### config.mk
export PLATFORM = sky130hd
export DESIGN_NAME = systolic_tile_sequencer_flat
export DESIGN_NICKNAME = d
export VERILOG_FILES = /design/src/rtl/systolic_tile_sequencer_if.sv /design/src/rtl/systolic_tile_sequencer.sv /design/src/flat_wrapper.sv
export SDC_FILE = /design/constraint.sdc
export NUM_CORES = 1
export LEC_CHECK = 0
export ABC_AREA = 1
export ABC_CLOCK_PERIOD_IN_PS = 4400
export CORE_AREA = 2 2 197 199
export DETAILED_ROUTE_END_ITERATION = 7
export DIE_AREA = 0 0 199 201
export PLACE_DENSITY = 0.76
export SLEW_MARGIN = 20
export SYNTH_ARGS = -nofsm -noshare
export SYNTH_HDL_FRONTEND = slang
export SYNTH_SLANG_ARGS = --single-unit
### constraint.sdc
create_clock -name clk -period 4.4 [get_ports clk]
set_clock_uncertainty 0.05 [all_clocks]
set_input_delay 0.88 -clock clk [delete_from_list [all_inputs] [get_ports clk]]
set_output_delay 0.88 -clock clk [all_outputs]
set_load 0.005 [all_outputs]
### src/rtl/systolic_tile_sequencer_if.sv
// systolic_tile_sequencer_if: control/config/status bundle between a tile
// controller (master) and the systolic_tile_sequencer (slave).
// Every request output is a single-cycle strobe: a request is taken by the
// buffers in the cycle it is high, and there is no back-pressure on requests.
// The only flow control is the sequencer-side `stall` input, which holds off
// issue in the cycle it is high.
interface systolic_tile_sequencer_if #(
  parameter int OBUF_ADDR_WIDTH = 16,
  parameter int BBUF_ADDR_WIDTH = 16,
  parameter int LOOP_WIDTH      = 16
);
  logic                       start;
  logic                       stall;
  logic [LOOP_WIDTH-1:0]      cfg_num_rows;
  logic [LOOP_WIDTH-1:0]      cfg_num_passes;
  logic [OBUF_ADDR_WIDTH-1:0] cfg_obuf_base;
  logic [BBUF_ADDR_WIDTH-1:0] cfg_bias_base;
  logic                       busy;
  logic                       done;
  logic                       acc_clear;
  logic                       ibuf_read_req;
  logic                       bias_read_req;
  logic [BBUF_ADDR_WIDTH-1:0] bias_read_addr;
  logic                       bias_prev_sw;
  logic                       obuf_read_req;
  logic [OBUF_ADDR_WIDTH-1:0] obuf_read_addr;
  logic                       obuf_write_req;
  logic [OBUF_ADDR_WIDTH-1:0] obuf_write_addr;
  logic [31:0]                perf_stall_cycles;
  logic [31:0]                perf_hazard_cycles;

  modport master (
    output start, stall, cfg_num_rows, cfg_num_passes, cfg_obuf_base, cfg_bias_base,
    input  busy, done, acc_clear, ibuf_read_req, bias_read_req, bias_read_addr,
           bias_prev_sw, obuf_read_req, obuf_read_addr, obuf_write_req,
           obuf_write_addr, perf_stall_cycles, perf_hazard_cycles
  );

  modport slave (
    input  start, stall, cfg_num_rows, cfg_num_passes, cfg_obuf_base, cfg_bias_base,
    output busy, done, acc_clear, ibuf_read_req, bias_read_req, bias_read_addr,
           bias_prev_sw, obuf_read_req, obuf_read_addr, obuf_write_req,
           obuf_write_addr, perf_stall_cycles, perf_hazard_cycles
  );
endinterface

### src/rtl/systolic_tile_sequencer.sv
// systolic_tile_sequencer: tile-level FSM driving the systolic_array datapath.
// Issues rows row-major over (pass, row); pass 0 takes bias, later passes read
// back obuf partial sums. A fixed-latency delay line produces obuf writes and
// an interlock blocks a pass-p read until the pass-(p-1) write has landed.
// Optional feature macro: SYS_SEQ_PERF_EN builds the stall/hazard perf counters.
module systolic_tile_sequencer #(
  parameter int OBUF_ADDR_WIDTH = 16,
  parameter int BBUF_ADDR_WIDTH = 16,
  parameter int LOOP_WIDTH      = 16,
  parameter int PIPE_LATENCY    = 10
) (
  input  logic                    clk,
  input  logic                    reset,
  systolic_tile_sequencer_if.slave bus,
  output logic [2:0]              o_dbg_state
);
  localparam int CW = 2 * LOOP_WIDTH;

  typedef enum logic [2:0] {S_IDLE, S_CLEAR, S_ISSUE, S_DRAIN, S_DONE} state_t;
  state_t r_state, w_next_state;

  logic [LOOP_WIDTH-1:0]      r_rows, r_passes, r_row, r_pass;
  logic [OBUF_ADDR_WIDTH-1:0] r_obuf_base;
  logic [BBUF_ADDR_WIDTH-1:0] r_bias_base;
  logic [CW-1:0]              r_issue_cnt, r_wr_cnt;
  logic [PIPE_LATENCY-1:0]    r_pipe_vld;
  logic [OBUF_ADDR_WIDTH-1:0] r_pipe_addr [PIPE_LATENCY];

  logic                       w_start_ok, w_zero_tile, w_hazard, w_issue;
  logic                       w_row_last, w_pass_last, w_last_issue;
  logic                       w_wr_now, w_drain_empty;
  logic [CW:0]                w_wr_plus_rows;
  logic [CW-1:0]              w_inflight;
  logic [OBUF_ADDR_WIDTH-1:0] w_obuf_row_addr;
  logic [BBUF_ADDR_WIDTH-1:0] w_bias_row_addr;

  assign w_zero_tile    = (bus.cfg_num_rows == '0) || (bus.cfg_num_passes == '0);
  // Issue i (pass >= 1) depends on write i-R: allowed once writes > i-R,
  // rearranged as writes + R > i so nothing underflows.
  assign w_wr_plus_rows = {1'b0, r_wr_cnt} + (CW+1)'(r_rows);
  assign w_hazard       = (r_pass != '0) && (w_wr_plus_rows <= {1'b0, r_issue_cnt});
  assign w_issue        = (r_state == S_ISSUE) && !bus.stall && !w_hazard;
  assign w_row_last     = (r_row == r_rows - LOOP_WIDTH'(1));
  assign w_pass_last    = (r_pass == r_passes - LOOP_WIDTH'(1));
  assign w_last_issue   = w_issue && w_row_last && w_pass_last;
  assign w_wr_now       = r_pipe_vld[PIPE_LATENCY-1];
  // Issues minus completed writes = rows still inside the delay line.
  assign w_inflight     = r_issue_cnt - r_wr_cnt;
  // Drain ends when the only outstanding write is the one leaving this cycle.
  assign w_drain_empty  = (w_inflight == CW'(w_wr_now));
  assign w_obuf_row_addr = r_obuf_base + OBUF_ADDR_WIDTH'(r_row);
  assign w_bias_row_addr = r_bias_base + BBUF_ADDR_WIDTH'(r_row);

  // Next-state logic; start is honoured only from IDLE.
  always_comb begin
    w_next_state = r_state;
    w_start_ok   = 1'b0;
    case (r_state)
      S_IDLE: begin
        if (bus.start) begin
          w_start_ok   = 1'b1;
          w_next_state = w_zero_tile ? S_DONE : S_CLEAR;
        end
      end
      S_CLEAR: w_next_state = S_ISSUE;
      S_ISSUE: if (w_last_issue) w_next_state = S_DRAIN;
      S_DRAIN: if (w_drain_empty) w_next_state = S_DONE;
      S_DONE:  w_next_state = S_IDLE;
      default: w_next_state = S_IDLE;
    endcase
  end

  // State register, latched tile config and row/pass/issue/write counters.
  always_ff @(posedge clk) begin
    if (reset) begin
      r_state     <= S_IDLE;
      r_rows      <= '0;
      r_passes    <= '0;
      r_obuf_base <= '0;
      r_bias_base <= '0;
      r_row       <= '0;
      r_pass      <= '0;
      r_issue_cnt <= '0;
      r_wr_cnt    <= '0;
    end else begin
      r_state <= w_next_state;
      if (w_start_ok) begin
        r_rows      <= bus.cfg_num_rows;
        r_passes    <= bus.cfg_num_passes;
        r_obuf_base <= bus.cfg_obuf_base;
        r_bias_base <= bus.cfg_bias_base;
        r_row       <= '0;
        r_pass      <= '0;
        r_issue_cnt <= '0;
        r_wr_cnt    <= '0;
      end else begin
        if (w_issue) begin
          r_issue_cnt <= r_issue_cnt + CW'(1);
          if (w_row_last) begin
            r_row  <= '0;
            r_pass <= r_pass + LOOP_WIDTH'(1);
          end else begin
            r_row  <= r_row + LOOP_WIDTH'(1);
          end
        end
        if (w_wr_now) r_wr_cnt <= r_wr_cnt + CW'(1);
      end
    end
  end

  // Write delay line: one slot per cycle of latency; shifts every cycle, ignores stall.
  always_ff @(posedge clk) begin
    if (reset) begin
      r_pipe_vld <= '0;
      for (int k = 0; k < PIPE_LATENCY; k++) r_pipe_addr[k] <= '0;
    end else begin
      r_pipe_vld     <= {r_pipe_vld[PIPE_LATENCY-2:0], w_issue};
      r_pipe_addr[0] <= w_issue ? w_obuf_row_addr : '0;
      for (int k = 1; k < PIPE_LATENCY; k++) r_pipe_addr[k] <= r_pipe_addr[k-1];
    end
  end

  assign o_dbg_state         = r_state;
  assign bus.busy            = (r_state == S_CLEAR) || (r_state == S_ISSUE) ||
                               (r_state == S_DRAIN) || (w_inflight != '0);
  assign bus.done            = (r_state == S_DONE);
  assign bus.acc_clear       = (r_state == S_CLEAR);
  assign bus.ibuf_read_req   = w_issue;
  assign bus.bias_read_req   = w_issue && (r_pass == '0);
  assign bus.bias_prev_sw    = w_issue && (r_pass == '0);
  assign bus.bias_read_addr  = (w_issue && (r_pass == '0)) ? w_bias_row_addr : '0;
  assign bus.obuf_read_req   = w_issue && (r_pass != '0);
  assign bus.obuf_read_addr  = (w_issue && (r_pass != '0)) ? w_obuf_row_addr : '0;
  assign bus.obuf_write_req  = w_wr_now;
  assign bus.obuf_write_addr = r_pipe_addr[PIPE_LATENCY-1];

`ifdef SYS_SEQ_PERF_EN
  logic [31:0] r_perf_stall, r_perf_hazard;

  // Saturating counts of ISSUE cycles lost to stall (priority) or interlock.
  always_ff @(posedge clk) begin
    if (reset || w_start_ok) begin
      r_perf_stall  <= '0;
      r_perf_hazard <= '0;
    end else if (r_state == S_ISSUE) begin
      if (bus.stall) begin
        if (r_perf_stall != '1) r_perf_stall <= r_perf_stall + 32'd1;
      end else if (w_hazard) begin
        if (r_perf_hazard != '1) r_perf_hazard <= r_perf_hazard + 32'd1;
      end
    end
  end

  assign bus.perf_stall_cycles  = r_perf_stall;
  assign bus.perf_hazard_cycles = r_perf_hazard;
`else
  assign bus.perf_stall_cycles  = '0;
  assign bus.perf_hazard_cycles = '0;
`endif
endmodule

### src/flat_wrapper.sv
// flat-port wrapper written by rule: the top's interface ports become plain ports
module systolic_tile_sequencer_flat 
#(
  parameter int OBUF_ADDR_WIDTH = 16,
  parameter int BBUF_ADDR_WIDTH = 16,
  parameter int LOOP_WIDTH      = 16,
  parameter int PIPE_LATENCY    = 10
)
  (clk, reset, o_dbg_state, bus_start, bus_stall, bus_cfg_num_rows, bus_cfg_num_passes, bus_cfg_obuf_base, bus_cfg_bias_base, bus_busy, bus_done, bus_acc_clear, bus_ibuf_read_req, bus_bias_read_req, bus_bias_read_addr, bus_bias_prev_sw, bus_obuf_read_req, bus_obuf_read_addr, bus_obuf_write_req, bus_obuf_write_addr, bus_perf_stall_cycles, bus_perf_hazard_cycles);
  systolic_tile_sequencer_if #(.OBUF_ADDR_WIDTH(OBUF_ADDR_WIDTH), .BBUF_ADDR_WIDTH(BBUF_ADDR_WIDTH), .LOOP_WIDTH(LOOP_WIDTH)) bus_i ();
  input  logic clk;
  input  logic reset;
  output logic [2:0] o_dbg_state;
  input wire logic [$bits(bus_i.start)-1:0] bus_start;
  input wire logic [$bits(bus_i.stall)-1:0] bus_stall;
  input wire logic [$bits(bus_i.cfg_num_rows)-1:0] bus_cfg_num_rows;
  input wire logic [$bits(bus_i.cfg_num_passes)-1:0] bus_cfg_num_passes;
  input wire logic [$bits(bus_i.cfg_obuf_base)-1:0] bus_cfg_obuf_base;
  input wire logic [$bits(bus_i.cfg_bias_base)-1:0] bus_cfg_bias_base;
  output wire logic [$bits(bus_i.busy)-1:0] bus_busy;
  output wire logic [$bits(bus_i.done)-1:0] bus_done;
  output wire logic [$bits(bus_i.acc_clear)-1:0] bus_acc_clear;
  output wire logic [$bits(bus_i.ibuf_read_req)-1:0] bus_ibuf_read_req;
  output wire logic [$bits(bus_i.bias_read_req)-1:0] bus_bias_read_req;
  output wire logic [$bits(bus_i.bias_read_addr)-1:0] bus_bias_read_addr;
  output wire logic [$bits(bus_i.bias_prev_sw)-1:0] bus_bias_prev_sw;
  output wire logic [$bits(bus_i.obuf_read_req)-1:0] bus_obuf_read_req;
  output wire logic [$bits(bus_i.obuf_read_addr)-1:0] bus_obuf_read_addr;
  output wire logic [$bits(bus_i.obuf_write_req)-1:0] bus_obuf_write_req;
  output wire logic [$bits(bus_i.obuf_write_addr)-1:0] bus_obuf_write_addr;
  output wire logic [$bits(bus_i.perf_stall_cycles)-1:0] bus_perf_stall_cycles;
  output wire logic [$bits(bus_i.perf_hazard_cycles)-1:0] bus_perf_hazard_cycles;
  assign bus_i.start = bus_start;
  assign bus_i.stall = bus_stall;
  assign bus_i.cfg_num_rows = bus_cfg_num_rows;
  assign bus_i.cfg_num_passes = bus_cfg_num_passes;
  assign bus_i.cfg_obuf_base = bus_cfg_obuf_base;
  assign bus_i.cfg_bias_base = bus_cfg_bias_base;
  assign bus_busy = bus_i.busy;
  assign bus_done = bus_i.done;
  assign bus_acc_clear = bus_i.acc_clear;
  assign bus_ibuf_read_req = bus_i.ibuf_read_req;
  assign bus_bias_read_req = bus_i.bias_read_req;
  assign bus_bias_read_addr = bus_i.bias_read_addr;
  assign bus_bias_prev_sw = bus_i.bias_prev_sw;
  assign bus_obuf_read_req = bus_i.obuf_read_req;
  assign bus_obuf_read_addr = bus_i.obuf_read_addr;
  assign bus_obuf_write_req = bus_i.obuf_write_req;
  assign bus_obuf_write_addr = bus_i.obuf_write_addr;
  assign bus_perf_stall_cycles = bus_i.perf_stall_cycles;
  assign bus_perf_hazard_cycles = bus_i.perf_hazard_cycles;
  systolic_tile_sequencer #(.OBUF_ADDR_WIDTH(OBUF_ADDR_WIDTH), .BBUF_ADDR_WIDTH(BBUF_ADDR_WIDTH), .LOOP_WIDTH(LOOP_WIDTH), .PIPE_LATENCY(PIPE_LATENCY)) u_core (.clk(clk), .reset(reset), .bus(bus_i), .o_dbg_state(o_dbg_state));
endmodule
==> results of run 1 <==
==> how the worst min path moves through the flow <==
| stage | start | endpoint | cells past startpoint |
|---|---|---|---|
| after detailed placement | u_core.r_pipe_addr[5][13] | u_core.r_pipe_addr[6][13] | 2 |
| after CTS | u_core.r_pipe_addr[5][2] | u_core.r_pipe_addr[6][2] | 2 |
| after floorplan | u_core.r_pipe_addr[0][0] | u_core.r_pipe_addr[1][0] | 2 |
| after global placement | u_core.r_pipe_vld[4] | u_core.r_pipe_vld[5] | 2 |
| after global routing | u_core.r_pipe_addr[6][7] | u_core.r_pipe_addr[7][7] | 2 |
| final | u_core.r_pipe_addr[5][2] | u_core.r_pipe_addr[6][2] | 2 |
==> flip-flops by register name (all words and copies together) (netlist names) <==
register	cells
u_core.r_pipe_addr	160
u_core.r_issue_cnt	32
u_core.r_wr_cnt	32
u_core.r_bias_base	16
u_core.r_obuf_base	16
u_core.r_pass	16
u_core.r_passes	16
u_core.r_row	16
u_core.r_rows	16
u_core.r_pipe_vld	10
u_core.o_dbg_state	3
==> layout by cell type (no fill, tap or decap), drive strengths merged, types with 78 or more instances in the layout <==
master,count
nor3,94
a21oi,228
clkdlybuf4s50,106
dfxtp,333
nand2,639
inv,483
xor2,124
buf,164
nor2,409
o21ai,78
ha,116
nand3,149
==> stage by stage <==
| stage | setup TNS [ns] | setup WS, ns | area, µm² | power, µW |
|---|---|---|---|---|
| floorplan | 0 | 0.00650 | 20200 | 5580 |
| finish | -14.68 | -0.796 | 24700 | 10600 |
| detailed placement | -16.31 | -0.725 | 22100 | 6630 |
| global route | -26.07 | -0.969 | 24700 | 11100 |
| global placement | -13.27 | -0.640 | 22100 | 6580 |
| CTS | -48.90 | -0.800 | 24000 | 10200 |
==> cell families (layout without fill, tap and decap cells) <==
kind of cell | Yosys count | after routing
xor gates and xnor gates | 150 | 150
and+or+nand+nor | 1398 | 1403
AOI/OAI and AO/OA | 342 | 342
other | 1 | 64
adders and majority gates | 120 | 120
buffers and inverters | 618 | 825
DFF | 333 | 333
==> repair_timing <==
action / CTS / global route
setup buffers: 38 / 24
gates cloned: 2 / 9
endpoints found under the hold margin: 0 / 0
endpoints found under the setup margin: 44 / 108
pin swaps: 44 / 36
resized for setup: 174 / 107
==> power by group <==
| group | total [µW] | switching [µW] | internal [µW] | leakage, µW |
|---|---|---|---|---|
| Combinational | 3820 | 2280 | 1530 | 0.00745 |
| Sequential | 3340 | 138 | 3210 | 0.00270 |
| Clock | 3390 | 1360 | 2030 | 0.000662 |
==> area by class of cell <==
class	instances	area, µm²
clock inverters	24	354
fillers	3422	13400
clock buffers	45	1010
repair buffers	274	2550
multi-input cells	2079	11600
inverters	481	1820
well taps	518	648
repair inverters	1	6.26
flip-flops and latches	333	6680
==> worst max-delay path, cell delays in order, from the launching register on <==
cell and delay, ns:
dfxtp_2 0.35, ha_4 0.14, inv_1 0.05, fa_2 0.34, o21ai_2 0.18, nand2_1 0.09, nand2_2 0.10, nand2_2 0.07
nand2_4 0.11, inv_4 0.06, nor3_4 0.16, xor2_1 0.19, inv_1 0.09, ha_4 0.27, nand4_1 0.13, nor3_2 0.19
nand4_1 0.11, or2_1 0.25, o21ai_2 0.13, inv_2 0.06, nand2_4 0.08, nand2_8 0.11, nand2_8 0.14, buf_6 0.13
nor2_2 0.04, buf_2 0.13
==> per-layer routing <==
layer,vias to the layer above,global-route usage (%)
met5,-,0
met4,0,13.3
met3,142,5.68
met2,681,47.7
met1,8774,35.3
li1,9726,-
==> impl_metrics.csv, run 1 <==
group,metric,value,unit
yosys,yosys.area_share.simple,29.8,%
setup_path,cp_data_arrival_time,4.27,ns
setup_path,regToRegStartpoint,"u_core.r_wr_cnt[0]",
yosys,yosys.area.top_type,"dfxtp_1",
detailed_routing,ant_nets,0,
detailed_routing,wire_per_inst,15.8,µm
detailed_routing,via_per_inst,5.15,
place,gp_congestion,0.957,
setup_path,critPathLaunchType,"flip-flop",
sta,holdWs,0.340,ns
yosys,synth_top_area_share,33.4,%
floorplanning,initial_core_util,52.3,%
yosys,yosys-top-cells-area,"dfxtp_1, nand2_1, inv_1",
yosys,synth_commonest_cells,"nand2_1, inv_1, nor2_1",
clocking,h-tree-depth,2,
global_route,grt_pass1_wl,91200,µm
clocking,cts_max_path_buffers,3,
clocking,cts-buffers-inserted,38,
clocking,ctsHoldBuffers,0,
global_route,grt_pass1_vias,18100,
detailed_routing,dr.pass1.iters,5,
setup_path,worstPathRequired,3.47,ns
yosys,syn_area,19900,µm²
yosys,synthXorXnorAreaFrac,6.66,%
finish,drive_gt1_share,13.4,%
yosys,ys.flop_type,"dfxtp_1",
detailed_routing,vias,19300,
yosys,synthAdderAreaFrac,7.68,%
sta,rsz0062_at_grt,"yes",
run_status,violations,"negative setup slack",
detailed_routing,met1_length,24800,µm
finish,fin_cells,3755,
setup_path,startpoint,"u_core.r_wr_cnt[0]",
place,portBuffers,126,
sta,fmax,192,MHz
pwr,irDropWorstVdd,0.000305,V
clocking,clk_root_buffer_cell,"clkbuf_16",
sta,slew_headroom,47.1,%
detailed_routing,drt_iter0_drc,1305,
yosys,synth-async-reset-ratio,0,%
finish,antenna_cells,0,
global_route,grt_max_degree,125,
detailed_routing,wl,59400,µm
global_route,grt_overflow,0,
yosys,syn_area_per_cell,6.73,µm²
floorplanning,io_pins,191,
yosys,synth_seq_cells,333,
floorplanning,fp.coreArea,38100,µm²
setup_path,r2r_cells,29,
clocking,clkTransAtPathRegs,0.06,ns
yosys,synth_seq_area_share,33.4,%
yosys,syn_inst,2962,
clocking,cts_num_sinks,333,
detailed_routing,drc,0,
yosys,yosysMostFrequentCell,"nand2_1",
yosys,synth-edff-count,0,
sta,maxSlewViolCount,0,
hold_path,hold_path_class,"reg2reg",
yosys,synth_cell_types,51,
clocking,cts_tree,"built",
floorplanning,fp.dieW,199,µm
setup_path,rr_endpoint,"u_core.r_row[2]",
yosys,yosys_warnings,0,
yosys,synth_top_family_by_area,"simple AND/OR/NAND/NOR gates",
floorplanning,die_y,201,µm
sta,tightest_slew,0.794,ns
finish,syn2layout_area_growth,23.9,%
sta,hold_viol,0,
place,placedCellCount,3628,
global_route,antenna_found_initial,0,
sta,fin_crit,5.20,ns
pwr,p_leak,0.0108,µW
place,place_hpwl,43600,µm
sta,timing.final.crit_share,118,%
sta,setup_viol,38,
setup_path,crit_end,"bus_obuf_read_addr[13]",
detailed_routing,top_layer_used,"met4",
yosys,synth_compound_area_share,9.32,%
global_route,grt.total_usage,28.6,%
run,maxCapViolCount,0,
finish,nNetsFinal,3396,
sta,timing.final.ws_setup,-0.796,ns
setup_path,cp_max_fo,4,
setup_path,setup.worst_path.end_class,"output port",
floorplanning,dieArea,40000,µm²
clocking,clk_latency,0.57,ns
yosys,synthMuxAreaShare,0,%
setup_path,worstSetupPathType,"reg2out",
detailed_routing,dr_wl_met2,27800,µm
floorplanning,rows,72,
setup_path,reg2reg_slack,-0.12,ns
pwr,power.density,427,nW/µm²
run_status,status,"finished, violations left",
detailed_routing,wl_met3,4110,µm
finish,finish.utilization,64.8,%
Note: power is estimated with default switching activity, not from simulation.
==> run 2, diff against run 1 <==
--- a/config.mk
+++ b/config.mk
@@ -11,6 +11,7 @@
 export DETAILED_ROUTE_END_ITERATION = 7
 export DIE_AREA = 0 0 199 201
 export PLACE_DENSITY = 0.76
+export REMOVE_ABC_BUFFERS = 1
 export SLEW_MARGIN = 20
 export SYNTH_ARGS = -nofsm -noshare
 export SYNTH_HDL_FRONTEND = slang
==> impl_metrics.csv, run 2 (synthesis results as in run 1) <==
group,metric,value,unit
pwr,irDropWorstVdd,0.000376,V
floorplanning,fp.dieW,199,µm
run_status,status,"finished, violations left",
global_route,grt_overflow,0,
sta,timing.final.ws_setup,-0.863,ns
sta,maxSlewViolCount,0,
detailed_routing,drt_iter0_drc,1497,
finish,final_cell_mix,"nand2_1, inv_1, nor2_1",
sta,timing.final.crit_share,120,%
clocking,h-tree-depth,2,
floorplanning,rows,72,
sta,tightest_slew,1.14,ns
pwr,p_leak,0.0108,µW
global_route,grt_max_degree,160,
sta,setup_viol,20,
clocking,clkTransAtPathRegs,0.06,ns
detailed_routing,drc,0,
finish,antenna_cells,0,
place,place_hpwl,42600,µm
clocking,cts_tree,"built",
floorplanning,fp.coreArea,38100,µm²
setup_path,cp_max_fo,7,
global_route,antenna_found_initial,0,
clocking,cts-buffers-inserted,36,
global_route,grt_pass1_vias,18300,
finish,largest_register_ffs,160,
global_route,grt_pass1_wl,91800,µm
setup_path,critPathLaunchType,"flip-flop",
finish,layout_commonest_cell,"nand2_1",
clocking,cts_max_path_buffers,3,
place,placed_area,22100,µm²
clocking,clk_root_buffer_cell,"clkbuf_16",
finish,nNetsFinal,3375,
place,pre_cts_slack,-0.968,ns
place,gp_congestion,0.961,
sta,tns,-14.62,ns
setup_path,setup.worst_path.end_class,"output port",
detailed_routing,wire_per_inst,15.5,µm
clocking,clk_latency,0.56,ns
finish,drive_gt1_share,14.0,%
sta,fmax,190,MHz
sta,slew_headroom,24.2,%
pwr,power.density,416,nW/µm²
clocking,ctsHoldBuffers,0,
detailed_routing,via_per_inst,5.17,
global_route,grt.total_usage,28.5,%
detailed_routing,ant_nets,0,
floorplanning,initial_core_util,52.3,%
setup_path,worstSetupPathType,"reg2out",
finish,syn2layout_area_growth,23.6,%
floorplanning,io_pins,191,
setup_path,max_stage_delay,0.36,ns
setup_path,cp_data_arrival_time,4.33,ns
sta,rsz0062_at_grt,"yes",
setup_path,cpLargestDelayFamily,"simple AND/OR/NAND/NOR gates",
finish,finish.utilization,64.7,%
floorplanning,die_y,201,µm
finish,top_register,"u_core.r_pipe_addr",
detailed_routing,wl,57800,µm
detailed_routing,vias,19300,
setup_path,cp_common_cell,"nand2_2",
run_status,violations,"negative setup slack",
sta,holdWs,0.340,ns
setup_path,worst-path-buf-inv,8,
setup_path,worstPathRequired,3.47,ns
sta,hold_viol,0,
detailed_routing,dr.pass1.iters,6,
finish,reg_top3,"u_core.r_pipe_addr: 160 flops, u_core.r_issue_cnt: 32 flops, u_core.r_wr_cnt: 32 flops",
finish,fin_area,24600,µm²
run,maxCapViolCount,0,
sta,fin_crit,5.26,ns
place,portBuffers,126,
setup_path,cpMaxStageDelayCell,"dfxtp_2",
clocking,cts_num_sinks,333,
hold_path,hold_path_class,"reg2reg",
floorplanning,dieArea,40000,µm²
==> run 2: changes by cell type in the layout (fill, tap and decap cells not counted), moves of 8 or more <==
cell	change
nand2_1	-32
nand2_4	+25
a21oi_2	+18
a21oi_1	-17
buf_6	-16
nand3_1	+9
nand2_2	+8
==> run 2: worst min-delay path, delay by kind of cell, from the launching register on <==
| family | cells | cell delay (ns) |
|---|---|---|
| buffers and inverters | 1 | 0.04 |
| flip-flops | 1 | 0.29 |
| AND/OR/NAND/NOR | 1 | 0.03 |
==> run 2: cell type report <==
cell class	count	area, µm²
Tap cell	518	648
Timing Repair inverter	2	18.8
Clock buffer	47	1020
Clock inverter	15	208
Multi-Input combinational cell	2075	11800
Timing Repair Buffer	258	2420
Sequential cell	333	6680
Inverter	481	1820
Fill cell	3398	13500
==> run 2: final timing paths <==
| path | startpoint | end | slack (ns) | depth (start not counted) |
|---|---|---|---|---|
| max reg2reg | u_core.r_rows[0] | u_core.r_pass[13] | 0 | 29 |
| min reg2reg | u_core.r_pipe_addr[4][0] | u_core.r_pipe_addr[5][0] | 0.34 | 2 |
| max | u_core.r_rows[0] | bus_obuf_read_addr[6] | -0.86 | 27 |
| min | u_core.r_pipe_addr[4][0] | u_core.r_pipe_addr[5][0] | 0.34 | 2 |
==> run 2: metal layers <==
| layer | up-vias | track usage, % | wire length, µm |
|---|---|---|---|
| li1 | 9668 | - | - |
| met1 | 8814 | 37.0 | 25100 |
| met2 | 672 | 48.1 | 27300 |
| met3 | 113 | 3.75 | 3570 |
| met4 | 0 | 10.7 | 1830 |
| met5 | - | 0 | 0 |
==> run 2: what timing repair did <==
action | 4_1_cts | 5_1_grt
gates cloned | 7 | 1
endpoints found under the setup margin | 102 | 106
pin swaps | 52 | 58
setup buffers | 26 | 8
resized for setup | 172 | 188
hold endpoints to repair | 0 | 0
==> run 2: power by group <==
group | leakage [µW] | switching (µW) | internal, µW
registers | 0.00270 | 157 | 3210
clock network | 0.000586 | 1300 | 1840
logic | 0.00752 | 2290 | 1450
total | 0.0108 | 3750 | 6490
==> run 2: metrics by stage <==
stage	cells	total power [µW]
5_1_grt	3729	10800
3_3_place_gp	3638	6560
4_1_cts	3730	10100
2_1_floorplan	2888	5430
6_report	3729	10200
3_5_place_dp	3638	6630
